**src/rtl/mips_wb_pkg.sv**
```systemverilog
// Shared types and constants for the GPR writeback path: load-type encodings,
// register/data widths and the long-latency result entry.
package mips_wb_pkg;

  localparam int unsigned REG_ADDR_W = 5;
  localparam int unsigned DATA_W     = 32;
  localparam int unsigned NUM_REGS   = 2 ** REG_ADDR_W;

  typedef enum logic [2:0] {
    LDT_LW  = 3'd0,
    LDT_LB  = 3'd1,
    LDT_LBU = 3'd2,
    LDT_LH  = 3'd3,
    LDT_LHU = 3'd4
  } ldtype_e;

  typedef struct packed {
    logic [REG_ADDR_W-1:0] dst;
    logic [DATA_W-1:0]     data;
  } ll_entry_t;

endpackage

```
**src/rtl/wb_ll_fifo.sv**
```systemverilog
// Small synchronous FIFO for long-latency results. Wrap-bit pointers decide full/empty.
// With RF_WB_PENDING_EN it also exposes next-state per-entry valid bits and destinations.
module wb_ll_fifo
  import mips_wb_pkg::*;
#(
  parameter int unsigned Depth = 2
) (
  input  logic      clk_i,
  input  logic      rst_ni,
  input  logic      push_i,
  input  ll_entry_t push_data_i,
  input  logic      pop_i,
  output logic      ready_o,
  output logic      empty_o,
`ifdef RF_WB_PENDING_EN
  output logic [Depth-1:0]                 ent_valid_o,
  output logic [Depth-1:0][REG_ADDR_W-1:0] ent_dst_o,
`endif
  output ll_entry_t head_o
);

  localparam int unsigned AW = $clog2(Depth);

  logic [AW:0] wr_ptr_q, wr_ptr_d, rd_ptr_q, rd_ptr_d;
  ll_entry_t   mem_q [Depth];
  ll_entry_t   mem_d [Depth];
  logic        ready_q, ready_d;
  logic        full, do_push, do_pop;

  function automatic logic is_full(input logic [AW:0] wr, input logic [AW:0] rd);
    return (wr[AW] != rd[AW]) && (wr[AW-1:0] == rd[AW-1:0]);
  endfunction

  assign full    = is_full(wr_ptr_q, rd_ptr_q);
  assign empty_o = (wr_ptr_q == rd_ptr_q);
  assign do_push = push_i && !full;
  assign do_pop  = pop_i && !empty_o;
  assign head_o  = mem_q[rd_ptr_q[AW-1:0]];
  assign ready_o = ready_q;

  always_comb begin
    wr_ptr_d = wr_ptr_q + {{AW{1'b0}}, do_push};
    rd_ptr_d = rd_ptr_q + {{AW{1'b0}}, do_pop};
    mem_d    = mem_q;
    if (do_push) begin
      mem_d[wr_ptr_q[AW-1:0]] = push_data_i;
    end
    // Ready is a flop so the LL producer never sees a path from its own valid.
    ready_d = !is_full(wr_ptr_d, rd_ptr_d);
  end

  always_ff @(posedge clk_i) begin
    if (!rst_ni) begin
      wr_ptr_q <= '0;
      rd_ptr_q <= '0;
      ready_q  <= 1'b0;
    end else begin
      wr_ptr_q <= wr_ptr_d;
      rd_ptr_q <= rd_ptr_d;
      ready_q  <= ready_d;
      mem_q    <= mem_d;
    end
  end

`ifdef RF_WB_PENDING_EN
  logic [Depth-1:0] valid_q, valid_d;

  always_comb begin
    valid_d = valid_q;
    if (do_pop) begin
      valid_d[rd_ptr_q[AW-1:0]] = 1'b0;
    end
    if (do_push) begin
      valid_d[wr_ptr_q[AW-1:0]] = 1'b1;
    end
    for (int unsigned i = 0; i < Depth; i++) begin
      ent_dst_o[i] = mem_d[i].dst;
    end
  end

  assign ent_valid_o = valid_d;

  always_ff @(posedge clk_i) begin
    if (!rst_ni) begin
      valid_q <= '0;
    end else begin
      valid_q <= valid_d;
    end
  end
`endif

endmodule

```
**src/rtl/rf_writeback.sv**
```systemverilog
// GPR write-port driver: merges MEM/WB results with a buffered long-latency channel,
// with anti-starvation stalls. RF_WB_PENDING_EN adds the registered pending_mask output.
module rf_writeback
  import mips_wb_pkg::*;
#(
  parameter int unsigned LL_DEPTH   = 2,
  parameter int unsigned STARVE_MAX = 4
) (
  input  logic                  clk,
  input  logic                  rst_n,
  input  logic                  pipe_valid,
  input  logic [REG_ADDR_W-1:0] pipe_dst,
  input  logic [DATA_W-1:0]     pipe_result,
  input  logic                  pipe_memtoreg,
  input  logic [DATA_W-1:0]     pipe_memdata,
  input  logic [2:0]            pipe_ldtype,
  input  logic [1:0]            pipe_addr_lo,
  output logic                  pipe_stall,
  input  logic                  ll_valid,
  output logic                  ll_ready,
  input  logic [REG_ADDR_W-1:0] ll_dst,
  input  logic [DATA_W-1:0]     ll_data,
`ifdef RF_WB_PENDING_EN
  output logic [NUM_REGS-1:0]   pending_mask,
`endif
  output logic                  regwrite,
  output logic [REG_ADDR_W-1:0] writereg,
  output logic [DATA_W-1:0]     writedata
);

  localparam int unsigned CntW = $clog2(STARVE_MAX + 1);

  ll_entry_t             ll_in, ll_head;
  logic                  ll_push, ll_pop, ll_empty;
  logic [CntW-1:0]       starve_q, starve_d;
  logic                  starve_max;
  logic                  regwrite_q, regwrite_d;
  logic [REG_ADDR_W-1:0] writereg_q, writereg_d;
  logic [DATA_W-1:0]     writedata_q, writedata_d;
  logic [7:0]            ld_byte;
  logic [15:0]           ld_half;
  logic [DATA_W-1:0]     load_data;

  assign ll_in   = '{dst: ll_dst, data: ll_data};
  assign ll_push = ll_valid && ll_ready;

`ifdef RF_WB_PENDING_EN
  logic [LL_DEPTH-1:0]                 ent_valid;
  logic [LL_DEPTH-1:0][REG_ADDR_W-1:0] ent_dst;
  logic [NUM_REGS-1:0]                 pending_q, pending_d;
`endif

  wb_ll_fifo #(
    .Depth(LL_DEPTH)
  ) u_ll_fifo (
    .clk_i      (clk),
    .rst_ni     (rst_n),
    .push_i     (ll_push),
    .push_data_i(ll_in),
    .pop_i      (ll_pop),
    .ready_o    (ll_ready),
    .empty_o    (ll_empty),
`ifdef RF_WB_PENDING_EN
    .ent_valid_o(ent_valid),
    .ent_dst_o  (ent_dst),
`endif
    .head_o     (ll_head)
  );

  // Big-endian lanes: lane 0 is the most significant byte.
  always_comb begin
    unique case (pipe_addr_lo)
      2'd0:    ld_byte = pipe_memdata[31:24];
      2'd1:    ld_byte = pipe_memdata[23:16];
      2'd2:    ld_byte = pipe_memdata[15:8];
      default: ld_byte = pipe_memdata[7:0];
    endcase
    ld_half = pipe_addr_lo[1] ? pipe_memdata[15:0] : pipe_memdata[31:16];
    case (pipe_ldtype)
      LDT_LB:  load_data = {{24{ld_byte[7]}}, ld_byte};
      LDT_LBU: load_data = {24'd0, ld_byte};
      LDT_LH:  load_data = {{16{ld_half[15]}}, ld_half};
      LDT_LHU: load_data = {16'd0, ld_half};
      default: load_data = pipe_memdata;
    endcase
  end

  always_comb begin
    starve_max  = (starve_q == CntW'(STARVE_MAX));
    pipe_stall  = starve_max && !ll_empty;
    ll_pop      = !ll_empty && (pipe_stall || !pipe_valid);
    regwrite_d  = 1'b0;
    writereg_d  = writereg_q;
    writedata_d = writedata_q;
    if (ll_pop) begin
      regwrite_d  = (ll_head.dst != '0);
      writereg_d  = ll_head.dst;
      writedata_d = ll_head.data;
    end else if (pipe_valid) begin
      regwrite_d  = (pipe_dst != '0);
      writereg_d  = pipe_dst;
      writedata_d = pipe_memtoreg ? load_data : pipe_result;
    end
    if (ll_empty || ll_pop) begin
      starve_d = '0;
    end else if (!starve_max) begin
      starve_d = starve_q + CntW'(1);
    end else begin
      starve_d = starve_q;
    end
  end

  always_ff @(posedge clk) begin
    if (!rst_n) begin
      starve_q    <= '0;
      regwrite_q  <= 1'b0;
      writereg_q  <= '0;
      writedata_q <= '0;
    end else begin
      starve_q    <= starve_d;
      regwrite_q  <= regwrite_d;
      writereg_q  <= writereg_d;
      writedata_q <= writedata_d;
    end
  end

  assign regwrite  = regwrite_q;
  assign writereg  = writereg_q;
  assign writedata = writedata_q;

`ifdef RF_WB_PENDING_EN
  always_comb begin
    pending_d = '0;
    for (int unsigned i = 0; i < LL_DEPTH; i++) begin
      if (ent_valid[i]) begin
        pending_d[ent_dst[i]] = 1'b1;
      end
    end
    pending_d[0] = 1'b0;
  end

  always_ff @(posedge clk) begin
    if (!rst_n) begin
      pending_q <= '0;
    end else begin
      pending_q <= pending_d;
    end
  end

  assign pending_mask = pending_q;
`endif

endmodule
```
**config.mk**
```make
export PLATFORM = sky130hd
export DESIGN_NAME = rf_writeback
export DESIGN_NICKNAME = d
export VERILOG_FILES = /design/src/rtl/mips_wb_pkg.sv /design/src/rtl/wb_ll_fifo.sv /design/src/rtl/rf_writeback.sv
export SDC_FILE = /design/constraint.sdc
export NUM_CORES = 1
export LEC_CHECK = 0
export CAP_MARGIN = 0
export CORE_ASPECT_RATIO = 1.2
export CORE_MARGIN = 1.5
export CORE_UTILIZATION = 35
export CTS_BUF_LIST = sky130_fd_sc_hd__clkbuf_8
export CTS_CLUSTER_DIAMETER = 150
export CTS_CLUSTER_SIZE = 12
export DETAILED_ROUTE_END_ITERATION = 7
export SLEW_MARGIN = 15
export SYNTH_ARGS = -nofsm -noshare
export SYNTH_HDL_FRONTEND = slang
export SYNTH_SLANG_ARGS = --single-unit
export TNS_END_PERCENT = 1
```
**constraint.sdc**
```tcl
create_clock -name clk -period 3.48 [get_ports clk]
set_input_delay 0.696 -clock clk [delete_from_list [all_inputs] [get_ports clk]]
set_output_delay 0.696 -clock clk [all_outputs]
set_load 0.05 [all_outputs]
```
==> results_dict.tcl <==
set metrics [dict create \
    status "finished clean" \
    fp.dieW_um 125 \
    syn_area_per_cell_sq_um 11.5 \
    finalPower_w 0.00474 \
    hold_viol_final 0 \
    r2r_setup_slack_ps 950 \
    final_cell_mix "155 x clkdlybuf4s50_1, 74 x edfxtp_1, 45 x dfxtp_1, 36 x mux2i_1, 34 x nor2_1" \
    drc 0 \
    grt_pass1_vias 5096 \
    io_buffers 155 \
    dr.pass1.iters 5 \
    hold_slack_ps 455 \
    rows 53 \
    cts_tree "done" \
    async_reset_ff_frac 0 \
    dp_hpwl_mm 14.9 \
    synth_mux_area_frac 0.117 \
    initial_utilization 0.357 \
    min_period_over_period 0.883 \
    r2r_cells 6 \
    finClkSkew_ps 12.4 \
    ir_drop_uv 428 \
    intPower_w 0.00302 \
    synth_top_area_cell "edfxtp_1" \
    antenna_cells 0 \
    ys_top_cells_by_area "edfxtp_1 36%, dfxtp_1 15%, mux2i_1 5.8%, mux2_2 3.1%, mux4_2 2.9%" \
    track_usage 0.213 \
    gp_congestion 0.877 \
    routedWlPerCell_um 21.7 \
    drive_above_1_share 0.163 \
    synth_top_family_by_area "compound AO/OA/AOI/OAI gates" \
    drv_cap 0 \
    path_max_fanout 7 \
    cts_buffer_depth 2 \
    holdBufCountCts 0 \
    max-slew-margin-rel 0.359 \
    finalWirelength_mm 20.1 \
    cp-start-kind "flop" \
    ant_nets 0 \
    vias 5197 \
    power_frac_seq 0.366 \
    hold_path.class "flop to flop" \
    synth_adder_area_share 0.00801 \
    p_clk_frac 0.275 \
    via_per_inst 5.61 \
    critPathKind "flop to output port" \
    critical_path_required_ps 2780 \
    die_h_um 149 \
    cp-startpoint "u_ll_fifo.wr_ptr_q[0]" \
    tightest_slew_ps 960 \
    antenna_found_initial 0 \
    endpoint_kind "output port" \
    synth.top_cell.area_share 0.356 \
    final_common_cell "clkdlybuf4s50_1" \
    nNetsFinal 814 \
    worstSkewPairLatency_ps 440 \
    fp.dieArea_sq_mm 0.0187 \
    syn_inst 541 \
    synth_compound_area_frac 0.230 \
    net-switching-power_w 0.00172 \
    num-fill-cells 1589 \
    rr_endpoint "writedata[28]" \
    setup_viol 0 \
    yosysWarnings 0 \
    synth_area_sq_mm 0.00625 \
    power_density_mw_per_mm2 562 \
    root_buffer "clkbuf_8" \
    ctsResizeCount 0 \
    synth_edf_count 74 \
    combPwrFrac 0.359 \
    synthFlopType "edfxtp_1" \
    synth-seq-cells 120 \
    grt_max_degree 51 \
    switching_share 0.362 \
    grt_pass1_wl_mm 30.0 \
    fin_tns_setup_ps 0 \
    cp-endpoint "pipe_stall" \
    drv_slew 0 \
    core-area_sq_mm 0.0175 \
    arrival_ps 2380 \
    leakage_nw 2.98 \
    path_clk_slew_ps 80 \
    fin_crit_ps 3070 \
    synthSimpleGateAreaFrac 0.0851 \
    r2r_start "u_ll_fifo.rd_ptr_q[0]" \
    cts_buffers 17 \
    ios 156 \
    yosysSeqAreaShare 0.503 \
    drt_iter0_markers 543 \
    area_delta_synth_final_pct 35.2 \
    synthXorXnorAreaFrac 0.0140 \
    synth_nets 661 \
    clkSinkCount 120 \
    post_cts_buffers 0 \
    rsz0062_at_grt "false" \
    ys_types 58 \
    fmax_ghz 0.325 \
    h-tree-depth 4 \
    gr-total-overflow 0 \
]
[power by group through the flow]
stage | Clock [W] | Sequential [W] | Combinational [W]
floorplan | 0 | 0.00207 | 0.000789
global placement | 0 | 0.00176 | 0.00168
detailed placement | 0 | 0.00177 | 0.00170
CTS | 0.00134 | 0.00174 | 0.00170
global route | 0.00139 | 0.00175 | 0.00181
finish | 0.00130 | 0.00174 | 0.00170
[synthesized netlist by cell type, types with 5 or more instances]
library cell,n
a2111oi_2,7
a21bo_2,11
a21boi_0,9
a21oi_1,33
a221oi_1,6
a221oi_2,5
a311o_1,7
and3_1,13
buf_2,16
buf_4,6
clkbuf_1,17
dfxtp_1,46
edfxtp_1,74
inv_1,13
mux2_2,17
mux2i_1,36
mux4_2,8
nand2_1,28
nand3_1,11
nor2_1,35
nor3b_1,8
o211ai_1,10
o21ai_0,30
o21ai_1,7
o21ba_1,6
o2bb2ai_1,8
o31ai_1,8
xnor2_1,6
[layer usage]
metal / track usage / part of all wire / up-vias
met4: 0.0852 / 0.026 / 0
li1: - / - / 2419
met5: 0 / 0 / -
met2: 0.336 / 0.47 / 214
met1: 0.286 / 0.44 / 2536
met3: 0.0481 / 0.055 / 28
[state kept, by name, summed over array words and instances (netlist names)]
signal,count
u_ll_fifo.ready_o,1
writedata,32
u_ll_fifo.wr_ptr_q,2
regwrite,1
writereg,5
u_ll_fifo.mem_q,74
u_ll_fifo.rd_ptr_q,2
starve_q,3
[through the flow]
| stage | cell area (sq um) | cells | worst slack (ps) | utilization |
|---|---|---|---|---|
| 2_1_floorplan | 6250 | 541 | 217 | - |
| 3_3_place_gp | 8040 | 895 | 471 | 0.459 |
| 3_5_place_dp | 8040 | 895 | 375 | 0.459 |
| 4_1_cts | 8450 | 927 | 362 | 0.482 |
| 5_1_grt | 8450 | 927 | 293 | 0.482 |
| 6_report | 8450 | 927 | 407 | 0.482 |
[area by class of cell]
cell class,count,area (sq um),share of cell area
clock buffers,17,234,0.0277
flip-flops and latches,120,3140,0.372
repair buffers,176,1720,0.204
clock inverters,15,175,0.0207
well taps,220,275,0.0326
multi-input cells,365,2840,0.337
inverters,14,52.6,0.00622
[worst min path at each step]
stage	from	cells past startpoint	end
2_1_floorplan	starve_q[0]	1	starve_q[0]
3_3_place_gp	starve_q[0]	1	starve_q[0]
3_5_place_dp	starve_q[0]	1	starve_q[0]
4_1_cts	starve_q[0]	1	starve_q[0]
5_1_grt	writereg[0]	2	writereg[0]
6_report	starve_q[0]	1	starve_q[0]
[logic make-up after synthesis]
logic type	after synthesis
AOI/OAI and AO/OA	181
and+or+nand+nor	109
muxes	61
adders and majority gates	4
xor gates and xnor gates	10
DFF	120
buffers and inverters	56
[critical path: stages (launching register included)]
cell and delay (ps):
dfxtp_1 470, xor2_1 300, o21ai_2 200, inv_1 150
clkdlybuf4s50_1 820
Note: power is estimated with default switching activity, not from simulation.
==> RTL edit 1, RTL diff (same settings) <==
Set the package constant `REG_ADDR_W` to 4 (it was 5).
--- a/src/rtl/mips_wb_pkg.sv
+++ b/src/rtl/mips_wb_pkg.sv
@@ -2,7 +2,7 @@
 // register/data widths and the long-latency result entry.
 package mips_wb_pkg;
 
-  localparam int unsigned REG_ADDR_W = 5;
+  localparam int unsigned REG_ADDR_W = 4;
   localparam int unsigned DATA_W     = 32;
   localparam int unsigned NUM_REGS   = 2 ** REG_ADDR_W;
 
Ports: changed (resized ll_dst, pipe_dst and writereg); port bits go from 156 to 153. No check against the original RTL was run, so the function may have changed too.
==> RTL edit 1 against the original RTL <==
Register-to-register slack got worse by 330 ps. Setup slack improved by 130 ps. Synthesized area fell by 6.5%. Wire length fell by 6.6%. Fmax rose by 4.3%. Power fell by 4.7%. Sequential share of layout area rose by 1.0 points. Final area fell by 5.1%. Sequential cell count fell by 3. Sequential power fell by 3%. Via count fell by 1.9%. Critical path type unchanged. Largest power group unchanged. Highest routed layer unchanged.
==> RTL edit 1: results (changes against the original RTL) <==
synthTopCellsByCount: "72 x edfxtp_1, 51 x a21oi_1, 45 x dfxtp_1, 40 x o21ai_0, 33 x mux2i_1"
slowest_delay_ps: 590  # -230 ps
cts.clk_slew.worst_paths_ps: 70
place_inst: 865  # -3.4%
yosys_warnings: 0  # unchanged
synth-compound-area-share: 0.211  # -0.0190
ys_seq_area_frac: 0.525  # +0.0215
status: "completed"
hp-class: "flop to flop"
worst_path_max_delay_cell: "o21ai_2"
portBuffers: 152  # -1.9%
area_delta_synth_final_pct: 37.3
first_global_vias: 5102  # +0.12%
cts_setup_buffers: 0  # unchanged
crit_arrival_ps: 2250  # -130 ps
grt.total_usage: 0.216  # +0.00246
antenna_cells: 0  # unchanged
grt_pass1_wl_um: 28200  # -6.1%
synth_edf_count: 72  # -2.7%
dp_slack_ps: 493  # +118 ps
grt_max_degree: 39  # -24%
placed_cell_area_mm2: 0.00761  # -5.3%
synth_mux_area_frac: 0.105  # -0.0117
synthFlopType: "edfxtp_1"
nFillCells: 1457  # -8.3%
synth.avg_cell_area_um2: 11.2  # -2.8%
switching_power_w: 0.00160  # -6.7%
hpwlAfterDp_um: 13700  # -8.5%
synth_nets: 638  # -3.5%
tightest_slew_ps: 875  # -84.8 ps
synthTopCellsByArea: "edfxtp_1 37%, dfxtp_1 15%, mux2i_1 5.7%"
critical-path-top-delay-family: "compound AO/OA/AOI/OAI gates"
final_cells: 897  # -3.2%
power_leakage_nw: 2.75  # -7.8%
antenna_found_initial: 0  # unchanged
synthDistinctLibCells: 60  # +3.4%
peakVddDrop_mv: 0.234  # -45%
worst-path-max-fanout: 14  # +7
final_nets: 790  # -2.9%
skew_ps: 11.2  # -1.24 ps
postCtsHoldBufs: 0  # unchanged
synth-xor-area-share: 0.0120  # -0.00202
totalWireLength_um: 18700  # -6.6%
drtIter0Drc: 392  # -28%
synth_fa_ha_area_frac: 0.00857  # +0.000561
dr.pass1.iters: 5  # unchanged
cts.htree.levels: 4  # unchanged
layout-drive-gt1-share: 0.112  # -0.0503
vias_per_cell: 5.68  # +1.4%
place_congestion: 0.866  # -1.2%
cts_buffers: 17  # unchanged
power.density_mw_per_mm2: 564  # +0.43%
cts_buffer_depth: 2  # unchanged
largest_register_ffs: 72  # -2.7%
## RTL edit 1: changes by cell type after synthesis, moves of 8 or more
| cell | delta |
|---|---|
| and3_1 | -9 |
| nand3_1 | -11 |
| a32o_1 | +12 |
| nor3_1 | +16 |
| a21bo_2 | -11 |
| a21oi_1 | +18 |
| a211oi_1 | +12 |
| a21boi_0 | -8 |
| nand3b_1 | +9 |
| mux2_2 | -9 |
| o21ai_0 | +10 |
## RTL edit 1: worst paths after layout
path | from | slack (ps) | endpoint | depth (start not counted)
max reg2reg | u_ll_fifo.wr_ptr_q[0]$_SDFF_PN0_ | 620 | writedata[20]$_SDFFE_PN0P_ | 5
min reg2reg | starve_q[0]$_SDFFE_PP0P_ | 470 | starve_q[0]$_SDFFE_PP0P_ | 1
max | u_ll_fifo.wr_ptr_q[0]$_SDFF_PN0_ | 530 | pipe_stall | 4
min | starve_q[0]$_SDFFE_PP0P_ | 470 | starve_q[0]$_SDFFE_PP0P_ | 1
## RTL edit 1: power groups by stage
stage | Sequential (W) | Combinational [W] | Clock (W)
floorplan | 0.00200 | 0.000702 | 0
global placement | 0.00171 | 0.00152 | 0
detailed placement | 0.00172 | 0.00155 | 0
CTS | 0.00169 | 0.00156 | 0.00129
global route | 0.00170 | 0.00166 | 0.00135
finish | 0.00169 | 0.00157 | 0.00127
## RTL edit 1: area by class of cell
class                           count  share of cell area
Inverter                            9             0.00421
Sequential cell                   117               0.382
Tap cell                          212              0.0331
Clock inverter                     15              0.0206
Timing Repair Buffer              171               0.209
Clock buffer                       17              0.0292
Multi-Input combinational cell    356               0.322
## RTL edit 1: per-layer routing
layer,GRT usage,vias up,routed length (um)
met5,0,-,0
met4,0.105,0,695
met3,0.0446,40,1240
met2,0.356,265,9050
met1,0.271,2449,7760
li1,-,2344,-
==> RTL edit 2, RTL diff (config.mk and constraints unchanged) <==
Without the edit above. Take the reset off `writedata_q` and load it in a clocked block of its own.
--- a/src/rtl/rf_writeback.sv
+++ b/src/rtl/rf_writeback.sv
@@ -115,13 +115,15 @@
       starve_q    <= '0;
       regwrite_q  <= 1'b0;
       writereg_q  <= '0;
-      writedata_q <= '0;
     end else begin
       starve_q    <= starve_d;
       regwrite_q  <= regwrite_d;
       writereg_q  <= writereg_d;
-      writedata_q <= writedata_d;
     end
+  end
+
+  always_ff @(posedge clk) begin
+    writedata_q <= writedata_d;
   end
 
   assign regwrite  = regwrite_q;
Behaviour: not the same (Yosys sat finds a counterexample within 4 cycles, from zero or initial values and one cycle with rst_n low).
==> RTL edit 2 against the original RTL <==
Setup slack improved by 71 ps. Final area is 6.3% lower. Wire length down 19%. Worst hold slack improved by 8.0 ps. Synthesized area is 8.3% lower. Sequential cell count did not move. Power up 1.5%. Non-clock buffer count is 8 lower. Critical path type unchanged. Critical endpoint unchanged. Largest cell class unchanged.
==> RTL edit 2: results (changes against the original RTL) <==
status: "completed"
peakVddDrop_mv: 0.342  # -20%
grt_pass1_wl_um: 24500  # -18%
clk-insertion-delay-late_ps: 450
dr.pass1.iters: 4  # -1
antenna_found_initial: 3  # +3
wire_per_inst_um: 19.7  # -9.2%
cts.clk_slew.worst_paths_ps: 70
synthTopCellsByCount: "106 x edfxtp_1, 44 x mux2i_1, 32 x nand2_1, 21 x nor3_1, 20 x nor2_1"
largest_register_ffs: 74  # unchanged
worst-path-max-fanout: 4  # -3
ctsResizeCount: 0  # unchanged
async_reset_ff_frac: 0  # unchanged
first_global_vias: 4436  # -13%
grt.total_usage: 0.195  # -0.0181
final_nets: 717  # -12%
hp-class: "flop to flop"
cts_buffer_depth: 2  # unchanged
cts_buffers: 17  # unchanged
layout-drive-gt1-share: 0.100  # -0.0627
tightest_slew_ps: 1120  # +160 ps
drtIter0Drc: 222  # -59%
grt_max_degree: 61  # +20%
regMostFlops: "u_ll_fifo.mem_q"
synth_edf_count: 106  # +43%
nFillCells: 1461  # -8.1%
synthDistinctLibCells: 53  # -8.6%
crit_arrival_ps: 2310  # -70 ps
synth_nets: 559  # -15%
cts.htree.levels: 4  # unchanged
root_buffer: "clkbuf_8"
vias: 4332  # -17%
ys_seq_area_frac: 0.604  # +0.101
intPower_w: 0.00311  # +2.9%
portBuffers: 155  # unchanged
synthTopCellsByArea: "edfxtp_1 56%, mux2i_1 7.7%, dfxtp_1 4.9%"
power_leakage_nw: 2.69  # -9.8%
cts_setup_buffers: 0  # unchanged
skew_ps: 16.0  # +3.61 ps
yosys_warnings: 0  # unchanged
synthFlopType: "edfxtp_1"
hpwlAfterDp_um: 11700  # -22%
place_congestion: 0.862  # -1.7%
-- RTL edit 2: worst max-delay path, stage by stage, from the launching register on --
cell and delay [ps]:
dfxtp_1 360, xor2_1 250, or2_4 220, nor2b_1 190, clkdlybuf4s50_1 840
-- RTL edit 2: logic make-up (layout without fill, tap and decap cells) --
kind of cell	after synthesis	after routing	share of synthesized area
AO/OA/AOI/OAI	107	107	0.140
XOR/XNOR	11	11	0.0181
adder cells (fa/ha/maj)	4	4	0.00873
buffers and inverters	45	216	0.0365
flip-flops	120	120	0.604
multiplexers	52	52	0.106
other	0	2	0
AND/OR/NAND/NOR	100	100	0.0858
-- RTL edit 2: worst paths after layout --
check	from	end	slack, ps	depth (start not counted)
worst max-delay path	u_ll_fifo.wr_ptr_q[1]$_SDFF_PN0_	pipe_stall	480	4
worst min-delay path	starve_q[0]$_SDFFE_PP0P_	starve_q[0]$_SDFFE_PP0P_	460	1
worst max register to register	u_ll_fifo.rd_ptr_q[0]$_SDFF_PN0_	u_ll_fifo.mem_q[42]$_DFFE_PP_	1070	6
worst min register to register	starve_q[0]$_SDFFE_PP0P_	starve_q[0]$_SDFFE_PP0P_	460	1
-- RTL edit 2: area by class of cell --
class / count / area share
repair buffers: 168 / 0.212
flip-flops and latches: 120 / 0.438
well taps: 212 / 0.0335
clock buffers: 19 / 0.0330
multi-input cells: 274 / 0.261
inverters: 16 / 0.00790
diodes: 2 / 0.000632
clock inverters: 13 / 0.0145
-- RTL edit 2: per-layer routing --
layer  vias up  routed length, um  global-route usage
met2       167               8160               0.339
met5         -                 11                   0
met3        35               1150              0.0615
met4         2                537              0.0965
li1       2049                  -                   -
met1      2079               6350               0.216
-- RTL edit 2: power groups by stage --
stage	registers, W	clock network [W]	logic [W]
finish	0.00190	0.00119	0.00172
CTS	0.00191	0.00123	0.00173
floorplan	0.00245	0	0.000599
detailed placement	0.00193	0	0.00173
global placement	0.00193	0	0.00171
global route	0.00192	0.00129	0.00182
-- RTL edit 2: stage by stage --
stage / std cells / instance area, um2 / setup WS (ps)
2_1_floorplan: 439 / 5730 / 467
3_3_place_gp: 790 / 7530 / 552
3_5_place_dp: 790 / 7530 / 487
4_1_cts: 822 / 7910 / 425
5_1_grt: 824 / 7920 / 352
6_report: 824 / 7920 / 478
